## src/rtl/dmem_access_unit_if.sv

```systemverilog
// Core-side and bus-side signals of the data-memory access unit.
// The unit is the bus master; the core/memory model side uses the slave view.
interface dmem_access_unit_if;
    logic        cpu_req;
    logic        ram_we;
    logic [1:0]  ram_wdin_op;
    logic [2:0]  ram_rb_op;
    logic [31:0] addr;
    logic [31:0] wdata;
    logic        stall;
    logic        done;
    logic        err;
    logic [31:0] rdata;
    logic        bus_req;
    logic        bus_we;
    logic [31:0] bus_addr;
    logic [3:0]  bus_wstrb;
    logic [31:0] bus_wdata;
    logic        bus_ack;
    logic [31:0] bus_rdata;

    modport master (
        input  cpu_req, ram_we, ram_wdin_op, ram_rb_op, addr, wdata, bus_ack, bus_rdata,
        output stall, done, err, rdata, bus_req, bus_we, bus_addr, bus_wstrb, bus_wdata
    );

    modport slave (
        output cpu_req, ram_we, ram_wdin_op, ram_rb_op, addr, wdata, bus_ack, bus_rdata,
        input  stall, done, err, rdata, bus_req, bus_we, bus_addr, bus_wstrb, bus_wdata
    );
endinterface

```

## src/rtl/dmem_access_unit.sv

```systemverilog
// Multi-cycle load/store unit: one req/ack bus transaction per access, with
// byte strobes, lane replication, load extension, misalignment and timeout.
module dmem_access_unit #(
    parameter int TIMEOUT = 16
) (
    input logic               clk,
    input logic               rst,
    dmem_access_unit_if.master dif
);
    localparam int CNT_W = $clog2(TIMEOUT) + 1;
    localparam logic [CNT_W-1:0] CNT_LAST = CNT_W'(TIMEOUT - 1);

    typedef enum logic [1:0] {IDLE = 2'd0, BUSY = 2'd1, DONE = 2'd2} state_t;

    state_t           state, state_nxt;
    logic [CNT_W-1:0] cnt;
    logic             we_q, err_q;
    logic [1:0]       wop_q;
    logic [2:0]       rop_q;
    logic [31:0]      addr_q, wdata_q, rdata_q;
    logic             is_half, is_word, misaligned, timeout_hit, busy;
    logic [7:0]       ld_byte;
    logic [15:0]      ld_half;
    logic [31:0]      load_ext, wdata_rep;
    logic [3:0]       wstrb;

    // Alignment is judged on the live request since fields are latched on leaving IDLE.
    always_comb begin
        is_half = 1'b0;
        is_word = 1'b0;
        if (dif.ram_we) begin
            is_half = (dif.ram_wdin_op == 2'd1);
            is_word = dif.ram_wdin_op[1];
        end else begin
            is_half = (dif.ram_rb_op == 3'd2) || (dif.ram_rb_op == 3'd3);
            is_word = dif.ram_rb_op[2];
        end
        misaligned = (is_half && dif.addr[0]) || (is_word && (dif.addr[1:0] != 2'b00));
    end

    assign timeout_hit = (cnt == CNT_LAST);
    assign busy        = (state == BUSY);

    always_comb begin
        state_nxt = state;
        case (state)
            IDLE:    if (dif.cpu_req) state_nxt = misaligned ? DONE : BUSY;
            BUSY:    if (dif.bus_ack || timeout_hit) state_nxt = DONE;
            DONE:    state_nxt = IDLE;
            default: state_nxt = IDLE;
        endcase
    end

    always_ff @(posedge clk or posedge rst) begin
        if (rst) state <= IDLE;
        else     state <= state_nxt;
    end

    always_comb begin
        ld_byte = 8'h00;
        case (addr_q[1:0])
            2'd0: ld_byte = dif.bus_rdata[7:0];
            2'd1: ld_byte = dif.bus_rdata[15:8];
            2'd2: ld_byte = dif.bus_rdata[23:16];
            2'd3: ld_byte = dif.bus_rdata[31:24];
            default: ld_byte = 8'h00;
        endcase
        ld_half = addr_q[1] ? dif.bus_rdata[31:16] : dif.bus_rdata[15:0];
        case (rop_q)
            3'd0:    load_ext = {{24{ld_byte[7]}}, ld_byte};
            3'd1:    load_ext = {24'h000000, ld_byte};
            3'd2:    load_ext = {{16{ld_half[15]}}, ld_half};
            3'd3:    load_ext = {16'h0000, ld_half};
            default: load_ext = dif.bus_rdata;
        endcase
    end

    always_ff @(posedge clk or posedge rst) begin
        if (rst) begin
            cnt     <= '0;
            we_q    <= 1'b0;
            wop_q   <= 2'd0;
            rop_q   <= 3'd0;
            addr_q  <= 32'h0;
            wdata_q <= 32'h0;
            rdata_q <= 32'h0;
            err_q   <= 1'b0;
        end else begin
            case (state)
                IDLE: if (dif.cpu_req) begin
                    cnt     <= '0;
                    we_q    <= dif.ram_we;
                    wop_q   <= dif.ram_wdin_op;
                    rop_q   <= dif.ram_rb_op;
                    addr_q  <= dif.addr;
                    wdata_q <= dif.wdata;
                    rdata_q <= 32'h0;
                    err_q   <= misaligned;
                end
                BUSY: begin
                    // Ack takes priority over a coincident timeout.
                    if (dif.bus_ack) begin
                        rdata_q <= load_ext;
                        err_q   <= 1'b0;
                    end else begin
                        cnt <= cnt + 1'b1;
                        if (timeout_hit) begin
                            rdata_q <= 32'h0;
                            err_q   <= 1'b1;
                        end
                    end
                end
                default: ;
            endcase
        end
    end

    always_comb begin
        case (wop_q)
            2'd0: begin
                wstrb     = 4'b0001 << addr_q[1:0];
                wdata_rep = {4{wdata_q[7:0]}};
            end
            2'd1: begin
                wstrb     = addr_q[1] ? 4'b1100 : 4'b0011;
                wdata_rep = {2{wdata_q[15:0]}};
            end
            default: begin
                wstrb     = 4'b1111;
                wdata_rep = wdata_q;
            end
        endcase
        if (!we_q) wstrb = 4'b0000;
    end

    assign dif.stall     = ((state == IDLE) && dif.cpu_req) || busy;
    assign dif.done      = (state == DONE);
    assign dif.err       = (state == DONE) && err_q;
    assign dif.rdata     = (state == DONE) ? rdata_q : 32'h0;
    assign dif.bus_req   = busy;
    assign dif.bus_we    = busy && we_q;
    assign dif.bus_addr  = busy ? {addr_q[31:2], 2'b00} : 32'h0;
    assign dif.bus_wstrb = busy ? wstrb : 4'b0000;
    assign dif.bus_wdata = busy ? wdata_rep : 32'h0;
endmodule
```

## src/flat_wrapper.sv

```systemverilog
// flat-port wrapper written by rule: the top's interface ports become plain ports
module dmem_access_unit_flat 
#(
    parameter int TIMEOUT = 16
)
  (clk, rst, dif_cpu_req, dif_ram_we, dif_ram_wdin_op, dif_ram_rb_op, dif_addr, dif_wdata, dif_bus_ack, dif_bus_rdata, dif_stall, dif_done, dif_err, dif_rdata, dif_bus_req, dif_bus_we, dif_bus_addr, dif_bus_wstrb, dif_bus_wdata);
  dmem_access_unit_if dif_i ();
  input logic clk;
  input logic rst;
  input wire logic [$bits(dif_i.cpu_req)-1:0] dif_cpu_req;
  input wire logic [$bits(dif_i.ram_we)-1:0] dif_ram_we;
  input wire logic [$bits(dif_i.ram_wdin_op)-1:0] dif_ram_wdin_op;
  input wire logic [$bits(dif_i.ram_rb_op)-1:0] dif_ram_rb_op;
  input wire logic [$bits(dif_i.addr)-1:0] dif_addr;
  input wire logic [$bits(dif_i.wdata)-1:0] dif_wdata;
  input wire logic [$bits(dif_i.bus_ack)-1:0] dif_bus_ack;
  input wire logic [$bits(dif_i.bus_rdata)-1:0] dif_bus_rdata;
  output wire logic [$bits(dif_i.stall)-1:0] dif_stall;
  output wire logic [$bits(dif_i.done)-1:0] dif_done;
  output wire logic [$bits(dif_i.err)-1:0] dif_err;
  output wire logic [$bits(dif_i.rdata)-1:0] dif_rdata;
  output wire logic [$bits(dif_i.bus_req)-1:0] dif_bus_req;
  output wire logic [$bits(dif_i.bus_we)-1:0] dif_bus_we;
  output wire logic [$bits(dif_i.bus_addr)-1:0] dif_bus_addr;
  output wire logic [$bits(dif_i.bus_wstrb)-1:0] dif_bus_wstrb;
  output wire logic [$bits(dif_i.bus_wdata)-1:0] dif_bus_wdata;
  assign dif_i.cpu_req = dif_cpu_req;
  assign dif_i.ram_we = dif_ram_we;
  assign dif_i.ram_wdin_op = dif_ram_wdin_op;
  assign dif_i.ram_rb_op = dif_ram_rb_op;
  assign dif_i.addr = dif_addr;
  assign dif_i.wdata = dif_wdata;
  assign dif_i.bus_ack = dif_bus_ack;
  assign dif_i.bus_rdata = dif_bus_rdata;
  assign dif_stall = dif_i.stall;
  assign dif_done = dif_i.done;
  assign dif_err = dif_i.err;
  assign dif_rdata = dif_i.rdata;
  assign dif_bus_req = dif_i.bus_req;
  assign dif_bus_we = dif_i.bus_we;
  assign dif_bus_addr = dif_i.bus_addr;
  assign dif_bus_wstrb = dif_i.bus_wstrb;
  assign dif_bus_wdata = dif_i.bus_wdata;
  dmem_access_unit #(.TIMEOUT(TIMEOUT)) u_core (.clk(clk), .rst(rst), .dif(dif_i));
endmodule
```

## config.mk

```make
export PLATFORM = sky130hd
export DESIGN_NAME = dmem_access_unit_flat
export DESIGN_NICKNAME = d
export VERILOG_FILES = /design/src/rtl/dmem_access_unit_if.sv /design/src/rtl/dmem_access_unit.sv /design/src/flat_wrapper.sv
export SDC_FILE = /design/constraint.sdc
export NUM_CORES = 1
export LEC_CHECK = 0
export BUFFER_PORTS_ARGS = -buffer_cell sky130_fd_sc_hd__buf_2
export CAP_MARGIN = 40
export CORE_ASPECT_RATIO = 0.75
export CORE_MARGIN = 2
export CORE_UTILIZATION = 30
export DETAILED_ROUTE_END_ITERATION = 8
export PLACE_DENSITY = 0.53
export SLEW_MARGIN = 20
export SYNTH_ARGS = -nofsm -noshare
export SYNTH_HDL_FRONTEND = slang
export SYNTH_SLANG_ARGS = --single-unit
```

## constraint.sdc

```tcl
create_clock -name clk -period 4.8 [get_ports clk]
set_clock_uncertainty 0.2 [all_clocks]
set_input_delay 0.96 -clock clk [delete_from_list [all_inputs] [get_ports clk]]
set_output_delay 0.96 -clock clk [all_outputs]
set_load 0.02 [all_outputs]
```

Word-level counts from Yosys, hierarchy flattened
Cells that the tools add are included.
Storage, ports and cells
  logic and storage cells: 75
  register bits: 110
  input bits: 106
  output and inout bits: 105
Cells by class
  reductions and logical operators: 19
  add/subtract/negate cells: 1
  shift operators: 1
  equal/unequal tests: 17
  muxes and demuxes: 28
Operator list (number)
  32-bit two-way mux: 6
  32-bit one-hot mux with 2 select lines: 2
  32-bit one-hot mux with 4 select lines: 1
  8-bit one-hot mux with 4 select lines: 1
  16-bit two-way mux: 1
  3-bit by 2-bit equality test with 1-bit output (second input constant): 4
  4-bit two-way mux: 3
  5-bit two-way mux: 2
  5-bit one-hot mux with 2 select lines: 1
  2-bit by 1-bit equality test with 1-bit output (second input constant): 4
  4-bit one-hot mux with 2 select lines: 1
  2-bit equality test (second input constant): 3
  2-bit zero test: 3
  2-bit two-way mux: 3
  2-bit != test (second input constant): 3
  3-bit AND reduction: 2
  5-bit by 1-bit adder with 5-bit output (second input constant): 1
  5-bit by 4-bit equality test with 1-bit output (second input constant): 1
  1-bit logical AND: 5
  1-bit two-way mux: 5
  1-bit logical OR: 4
  2-bit one-hot mux with 2 select lines: 1
  2-bit AND reduction: 2
  2-bit nonzero test: 2
  other kinds (5): 5

Logic depth before layout (Yosys ltp)
Gate-level depths: netlist (run 1).
  depth in word-level cells: 8
  mapped depth: 8
  gate-level depth less buffers: 7

Worst setup path after synthesis (run 1)
Ideal clock, no wire load.
  path kind: register to output
  from: reg u_core.state[1]
  to: out dif_bus_wstrb[1]
  cell stages (with the launch flop): 7
  path buffers: 2
  setup slack: 2184 ps
  arrival: 1456 ps
  required time: 3640 ps
  cells stage by stage: dfrtp_1 -> nand2b_1 -> buf_6 -> inv_8 -> clkbuf_1 -> nand2_1 -> a21oi_1
On the way
  cells in the longest elaborated chain, start to end: 2
RTL lines
  from (decl): line dmem_access_unit.sv:15  | state_t state, state_nxt;
  from (signal assigned): line dmem_access_unit.sv:56  | else state <= state_nxt;
  2-bit by 1-bit equality test with 1-bit output: line dmem_access_unit.sv:42  | assign busy = (state == BUSY);
  4-bit two-way mux: line dmem_access_unit.sv:143  | assign dif.bus_wstrb = busy ? wstrb : 4'b0000;
  to (decl): line flat_wrapper.sv:25  | output wire logic [$bits(dif_i.bus_wstrb)-1:0] dif_bus_wstrb;
No other way between the ends.

Worst setup path in the final report (run 1)
  from: reg u_core.wop_q[1]
  to: out dif_bus_wdata[12]
On the way
  cells in the longest elaborated chain, start to end: 3
  elaborated cells on any way between the ends: 4
  those cells by class: 1 x eq/ne; 2 x mux; 1 x reduce/logical
RTL lines
  from (decl): line dmem_access_unit.sv:18  | logic [1:0] wop_q;
  from (signal assigned): line dmem_access_unit.sv:93  | wop_q <= dif.ram_wdin_op;
  2-bit by 1-bit equality test with 1-bit output / 2-bit zero test (equally long branches): line dmem_access_unit.sv:119  | case (wop_q)
  32-bit one-hot mux with 2 select lines *: line dmem_access_unit.sv:119
  32-bit two-way mux *: line dmem_access_unit.sv:144  | assign dif.bus_wdata = busy ? wdata_rep : 32'h0;
  to (decl): line flat_wrapper.sv:26  | output wire logic [$bits(dif_i.bus_wdata)-1:0] dif_bus_wdata;
Mark *: on every way between the ends. The rest lies on a longest branch, timed or not.

==> results of run 1 <==
-- metrics by stage --
stage                     area, um2  utilization
after floorplan                5800            -
after global placement         6990        0.365
after detailed placement       7050        0.368
after CTS                      7350        0.384
after global routing           7380        0.385
final                          7380        0.385
-- cells in the final DEF (no fill, tap or decap), drive strengths merged, types with 3 or more instances in the layout --
cell,count
nor3,3
a21o,8
mux2i,17
a221oi,9
buf,217
mux2,78
and2,74
nand2,27
inv,17
a21oi,29
nor3b,3
nor2,38
o21ai,21
dfrtp,110
nand2b,5
o22ai,3
nor4,3
a22o,3
a221o,16
nor2b,8
clkbuf,11
a32oi,5
-- flip-flops by register name, indices dropped and copies added, names as in the netlist --
signal	flops
u_core.addr_q	32
u_core.rdata_q	32
u_core.wdata_q	32
u_core.cnt	5
u_core.rop_q	3
u_core.state	2
u_core.wop_q	2
u_core.err_q	1
u_core.we_q	1
-- worst reg2reg max path: cells and delay by family, from the launching register on --
kind / cells / cell delay [ns]
AOI/OAI and AO/OA: 1 / 0.23
buffers and inverters: 2 / 0.52
DFF: 1 / 0.44
and+or+nand+nor: 3 / 1.26
-- per-layer routing --
| layer | track usage | vias to the layer above |
|---|---|---|
| met1 | 0.220 | 2326 |
| met2 | 0.251 | 158 |
| met3 | 0.0470 | 7 |
| met5 | 0 | - |
| li1 | - | 2252 |
| met4 | 0.0343 | 0 |
-- layout make-up --
cell class | instances | area (um2)
clock buffer | 11 | 243
fill | 1929 | 11800
antenna | 2 | 5.00
tap | 253 | 317
sequential | 110 | 2750
inverter | 17 | 73.8
timing repair buffer | 217 | 1160
multi-input combinational | 372 | 2770
clock inverter | 5 | 58.8
-- final timing paths --
path / startpoint / end / slack [ns] / cells after the start
max: u_core.wop_q[1] / dif_bus_wdata[12] / 1.41 / 5
min: u_core.rdata_q[10] / u_core.rdata_q[10] / 0.27 / 1
max reg2reg: u_core.state[1] / u_core.rdata_q[21] / 2.09 / 6
min reg2reg: u_core.rdata_q[10] / u_core.rdata_q[10] / 0.27 / 1
max in group asynchronous: rst / u_core.rdata_q[27] / 3.03 / 3
min in group asynchronous: rst / u_core.addr_q[23] / 0.47 / 2
-- cell families after synthesis --
family / share of synthesized area
AOI/OAI and AO/OA: 0.131
xor gates and xnor gates: 0.00302
adders and majority gates: 0.00431
buffers and inverters: 0.0494
DFF: 0.475
muxes: 0.181
other: 0.000647
and+or+nand+nor: 0.156
-- where the power goes --
part / total, W / leakage, nW / switching, W / internal, W
sequential: 0.00143 / 1.36 / 0.000245 / 0.00119
combinational: 0.00118 / 2.21 / 0.000625 / 0.000553
clock: 0.000761 / 0.142 / 0.000342 / 0.000420
total: 0.00337 / 3.72 / 0.00121 / 0.00216
==> run_results.csv, run 1 <==
group,metric,value,unit
yosys,synth_flop_cell,"dfrtp_1",
yosys,yosysTopAreaCell,"dfrtp_1",
sta,min_period,3.39,ns
yosys,avgSynthCellArea,10.8,um2
cts,holdBufCountCts,0,
grt,grt-ovfl-total,0,
yosys,yosysMostFrequentCell,"dfrtp_1",
yosys,synth_common_cells,"dfrtp_1, mux2_2, and2_1",
placement,post-place-ws,1.77,ns
power_and_ir_drop,total_power,0.00337,W
routing,wl_met2,7490,um
routing,dr.pass1.iters,5,
cts,cts_buffers,9,
cts,htreeDepth,3,
sta,holdWs,0.274,ns
routing,vias_per_cell,4.81,
power_and_ir_drop,power.density,457,nW/um2
setup_path,crit_buf_inv,2,
yosys,ys_ff_latch,110,
die,die_x,165,um
job,maxCapViolCount,0,
die,floorplan.die_area,20500,um2
routing,routed_wl,16500,um
routing,wl_per_cell,16.7,um
routing,vias,4743,
setup_path,path_cells,"buf_16 -> nor2_1 -> nand2_1 -> a21oi_1 -> buf_2",
grt,grt_max_degree,71,
yosys,synthArstFlopShare,1.00,
routing,drc,0,
power_and_ir_drop,leakagePower,3.72,nW
cts,clockBufferDepth,2,
cts,cts.sinks,110,
cts,cts_tree,"done",
routing,route.met3.wl,1130,um
yosys,yosys-top-cells-area,"dfrtp_1, mux2_2, and2_1",
die,initial_core_util,0.303,
routing,dr.max_layer_used,"met4",
layout,drive_above_1_share,0.448,
sta,period_share,0.706,
placement,gp_congestion,0.797,
placement,place_inst,968,
routing,drtIter0Drc,288,
sta,worst_pin_slew,0.873,ns
sta,slew_violations,0,
yosys,synth_edf_count,0,
routing,route.antenna.remaining_nets,0,
die,row_count,44,
grt,grt_pass1_wl,25700,um
yosys,yosys_warnings,0,
setup_path,critPathLaunchType,"flip-flop",
hold_path,hold_class,"flip-flop to flip-flop",
power_and_ir_drop,ir_drop,0.000164,V
setup_path,path_class,"flip-flop to output pin",
die,design.core.area,19200,um2
sta,hold_viol,0,
die,die_height,124,um
sta,rsz0062_at_grt,"false",
grt,grt_pass1_vias,4748,
sta,setup_viol_count_final,0,
grt,groute.usage.overall,0.160,
routing,routedLengthMet1,7730,um
cts,root_buffer,"clkbuf_16",
setup_path,max_stage_delay,0.62,ns
setup_path,critPathSlowestCell,"dfrtp_1",
grt,antenna_found_initial,2,
setup_path,critical_path_required,3.64,ns
die,pin_count,211,
setup_path,cp_max_fo,19,
cts,postCtsSetupRepairBufs,0,
yosys,ys_types,46,
setup_path,cp_top_family,"flip-flops",
yosys,yosys.area.top_type_share,0.475,
cts,cts-resized-gates,0,
layout,layoutNonFillerInstCount,987,
yosys,syn_inst,539,
cts,insertion_delay,0.35,ns
outcome,outcome,"finished clean",
cts,clkSlewWorstSetupHoldPaths,0.07,ns
sta,setup_tns,0,ns
placement,numPortBuffers,208,
sta,slew_headroom,0.414,
yosys,synth.cell_area,5800,um2
placement,dp_hpwl,12100,um
setup_path,cp.arrival,2.23,ns
layout,area_growth,27.3,%
sta,max_freq,295,MHz
yosys,ys_seq_area_frac,0.475,
sta,setup_ws,1.41,ns
layout,fin_nets,835,
setup_path,end_kind,"output pin",
Power figures use the tool's default switching activity.
==> run 2: changes to the inputs <==
- PLACE_DENSITY: 0.53 -> 0.55
- clock period: 4.8 -> 3.1 ns (I/O delays scaled with it)
==> run 2 against run 1 <==
Total power grew 59%. Register-to-register slack worse by 1.4 ns. Non-clock buffer count is 3 higher. Via count decreased by 1.1%. First-iteration DRC count grew 9.0%. Worst setup slack lost 1.2 ns. Utilization is 0.21 points higher. Highest routed layer is now met5. Clock-buffer cell count increased by 1. Sequential power increased by 52%. Sequential cell count unchanged. Global-route usage grew 0.22 points.
==> run_results.csv, run 2 (synthesis gave the netlist of run 1 again) <==
group,metric,value,unit
outcome,outcome,"finished clean",
setup_path,critical_path_required,2.28,ns
sta,setup_tns,0,ns
grt,groute.usage.overall,0.162,
cts,cts.sinks,110,
placement,numPortBuffers,208,
grt,grt_max_degree,49,
power_and_ir_drop,power.density,721,nW/um2
setup_path,critPathLaunchType,"flip-flop",
routing,route.antenna.remaining_nets,0,
cts,cts_tree,"done",
layout,layout_common_cells,"buf_2, dfrtp_1, mux2_2",
cts,clockBufferDepth,2,
setup_path,critPathLaunch,"u_core.wop_q[0]",
placement,placed_cell_area,7080,um2
die,pin_count,211,
layout,fin_nets,838,
cts,insertion_delay,0.35,ns
routing,vias,4689,
layout,area_growth,28.0,%
layout,finalInstanceArea,7420,um2
sta,slew_violations,0,
cts,root_buffer,"clkbuf_16",
setup_path,cp-endpoint,"dif_bus_wdata[28]",
routing,routed_wl,16400,um
routing,wl_per_cell,16.6,um
routing,dr.pass1.iters,4,
sta,setup_viol_count_final,0,
cts,holdBufCountCts,0,
placement,gp_congestion,0.761,
layout,final_util,0.387,
grt,grt-ovfl-total,0,
grt,busiest_layer,"met2",
hold_path,hold_class,"primary input to async pin",
layout,drive_above_1_share,0.453,
placement,dp_hpwl,11800,um
cts,clkSlewWorstSetupHoldPaths,0.07,ns
die,die_x,165,um
layout,diodes,0,
sta,worst_pin_slew,0.797,ns
setup_path,r2r_end,"u_core.rdata_q[24]",
layout,reg_top3,"u_core.addr_q (32), u_core.rdata_q (32), u_core.wdata_q (32)",
die,initial_core_util,0.303,
job,maxCapViolCount,0,
grt,grt_pass1_vias,4568,
power_and_ir_drop,leakagePower,3.74,nW
die,die_height,124,um
power_and_ir_drop,ir_drop,0.000273,V
setup_path,rr_worst_depth,7,
sta,period_share,0.928,
setup_path,cp_max_fo,21,
sta,slew_headroom,0.468,
setup_path,end_kind,"output pin",
power_and_ir_drop,total_power,0.00535,W
cts,cts_buffers,9,
grt,grt.met1_usage,0.232,
setup_path,r2r_slack,0.72,ns
layout,mostFrequentLayoutCell,"buf_2",
cts,htreeDepth,3,
routing,drc,0,
sta,max_freq,348,MHz
setup_path,path_class,"flip-flop to output pin",
die,floorplan.die_area,20500,um2
die,design.core.area,19200,um2
sta,hold_viol,0,
sta,min_period,2.88,ns
setup_path,rr_startpoint,"u_core.cnt[0]",
grt,grt_pass1_wl,25700,um
grt,met2_usage,0.239,
grt,antenna_found_initial,1,
setup_path,cp.arrival,2.06,ns
die,row_count,44,
grt,use_met3,0.0496,
sta,rsz0062_at_grt,"false",
routing,vias_per_cell,4.75,
routing,drtIter0Drc,314,
-- run 2: cell types whose count changed in the layout (fill, tap and decap cells not counted), sizes merged --
cell	delta
buf	+3
bufinv	+1
clkbuf	+1
clkinv	-2
diode	-2
-- run 2: through the flow --
| stage | hold WS [ns] | instances | worst slack, ns |
|---|---|---|---|
| after floorplan | 0.235 | 540 | 0.824 |
| after global placement | 0.256 | 971 | 0.523 |
| after detailed placement | 0.263 | 972 | 0.455 |
| after CTS | 0.123 | 988 | 0.0687 |
| after global routing | 0.129 | 988 | 0.108 |
| final | 0.128 | 988 | 0.224 |
-- run 2: worst min path at each step --
| stage | cells past startpoint | to | start |
|---|---|---|---|
| 2_1_floorplan | 2 | u_core.rdata_q[3] | u_core.rdata_q[3] |
| 3_3_place_gp | 1 | u_core.rdata_q[15] | u_core.rdata_q[15] |
| 3_5_place_dp | 1 | u_core.rdata_q[15] | u_core.rdata_q[15] |
| 4_1_cts | 3 | u_core.wdata_q[17] | rst |
| 5_1_grt | 3 | u_core.wdata_q[17] | rst |
| 6_report | 3 | u_core.wdata_q[17] | rst |
-- run 2: critical path: stages, from the launching register on --
cell	delay [ns]
dfrtp_1	0.86
mux2i_1	0.42
nor2_1	0.09
a21oi_1	0.12
nor2_1	0.05
buf_2	0.16
-- run 2: repair_timing --
action,4_1_cts,5_1_grt
setup endpoints to repair,0,1
buffers inserted,0,0
resized for setup,0,1
hold endpoints to repair,0,0
-- run 2: area by class of cell --
| class | instances | area [um2] |
|---|---|---|
| well taps | 253 | 317 |
| inverters | 17 | 75.1 |
| repair buffers | 220 | 1160 |
| multi-input cells | 372 | 2770 |
| fillers | 1968 | 11700 |
| flip-flops and latches | 110 | 2750 |
| clock buffers | 12 | 267 |
| clock inverters | 4 | 76.3 |
-- run 2: layer usage --
metal	vias up	share of wire	routed length, um
li1	2267	-	-
met5	-	0.00097	16
met1	2257	0.47	7750
met3	13	0.081	1320
met2	150	0.44	7180
met4	2	0.0088	145
-- run 2: power by group --
| group | leakage (nW) | internal (W) | switching (W) | total [W] |
|---|---|---|---|---|
| registers | 1.36 | 0.00184 | 0.000338 | 0.00218 |
| logic | 2.22 | 0.000845 | 0.00101 | 0.00185 |
| clock network | 0.165 | 0.000779 | 0.000543 | 0.00132 |
| total | 3.74 | 0.00346 | 0.00189 | 0.00535 |
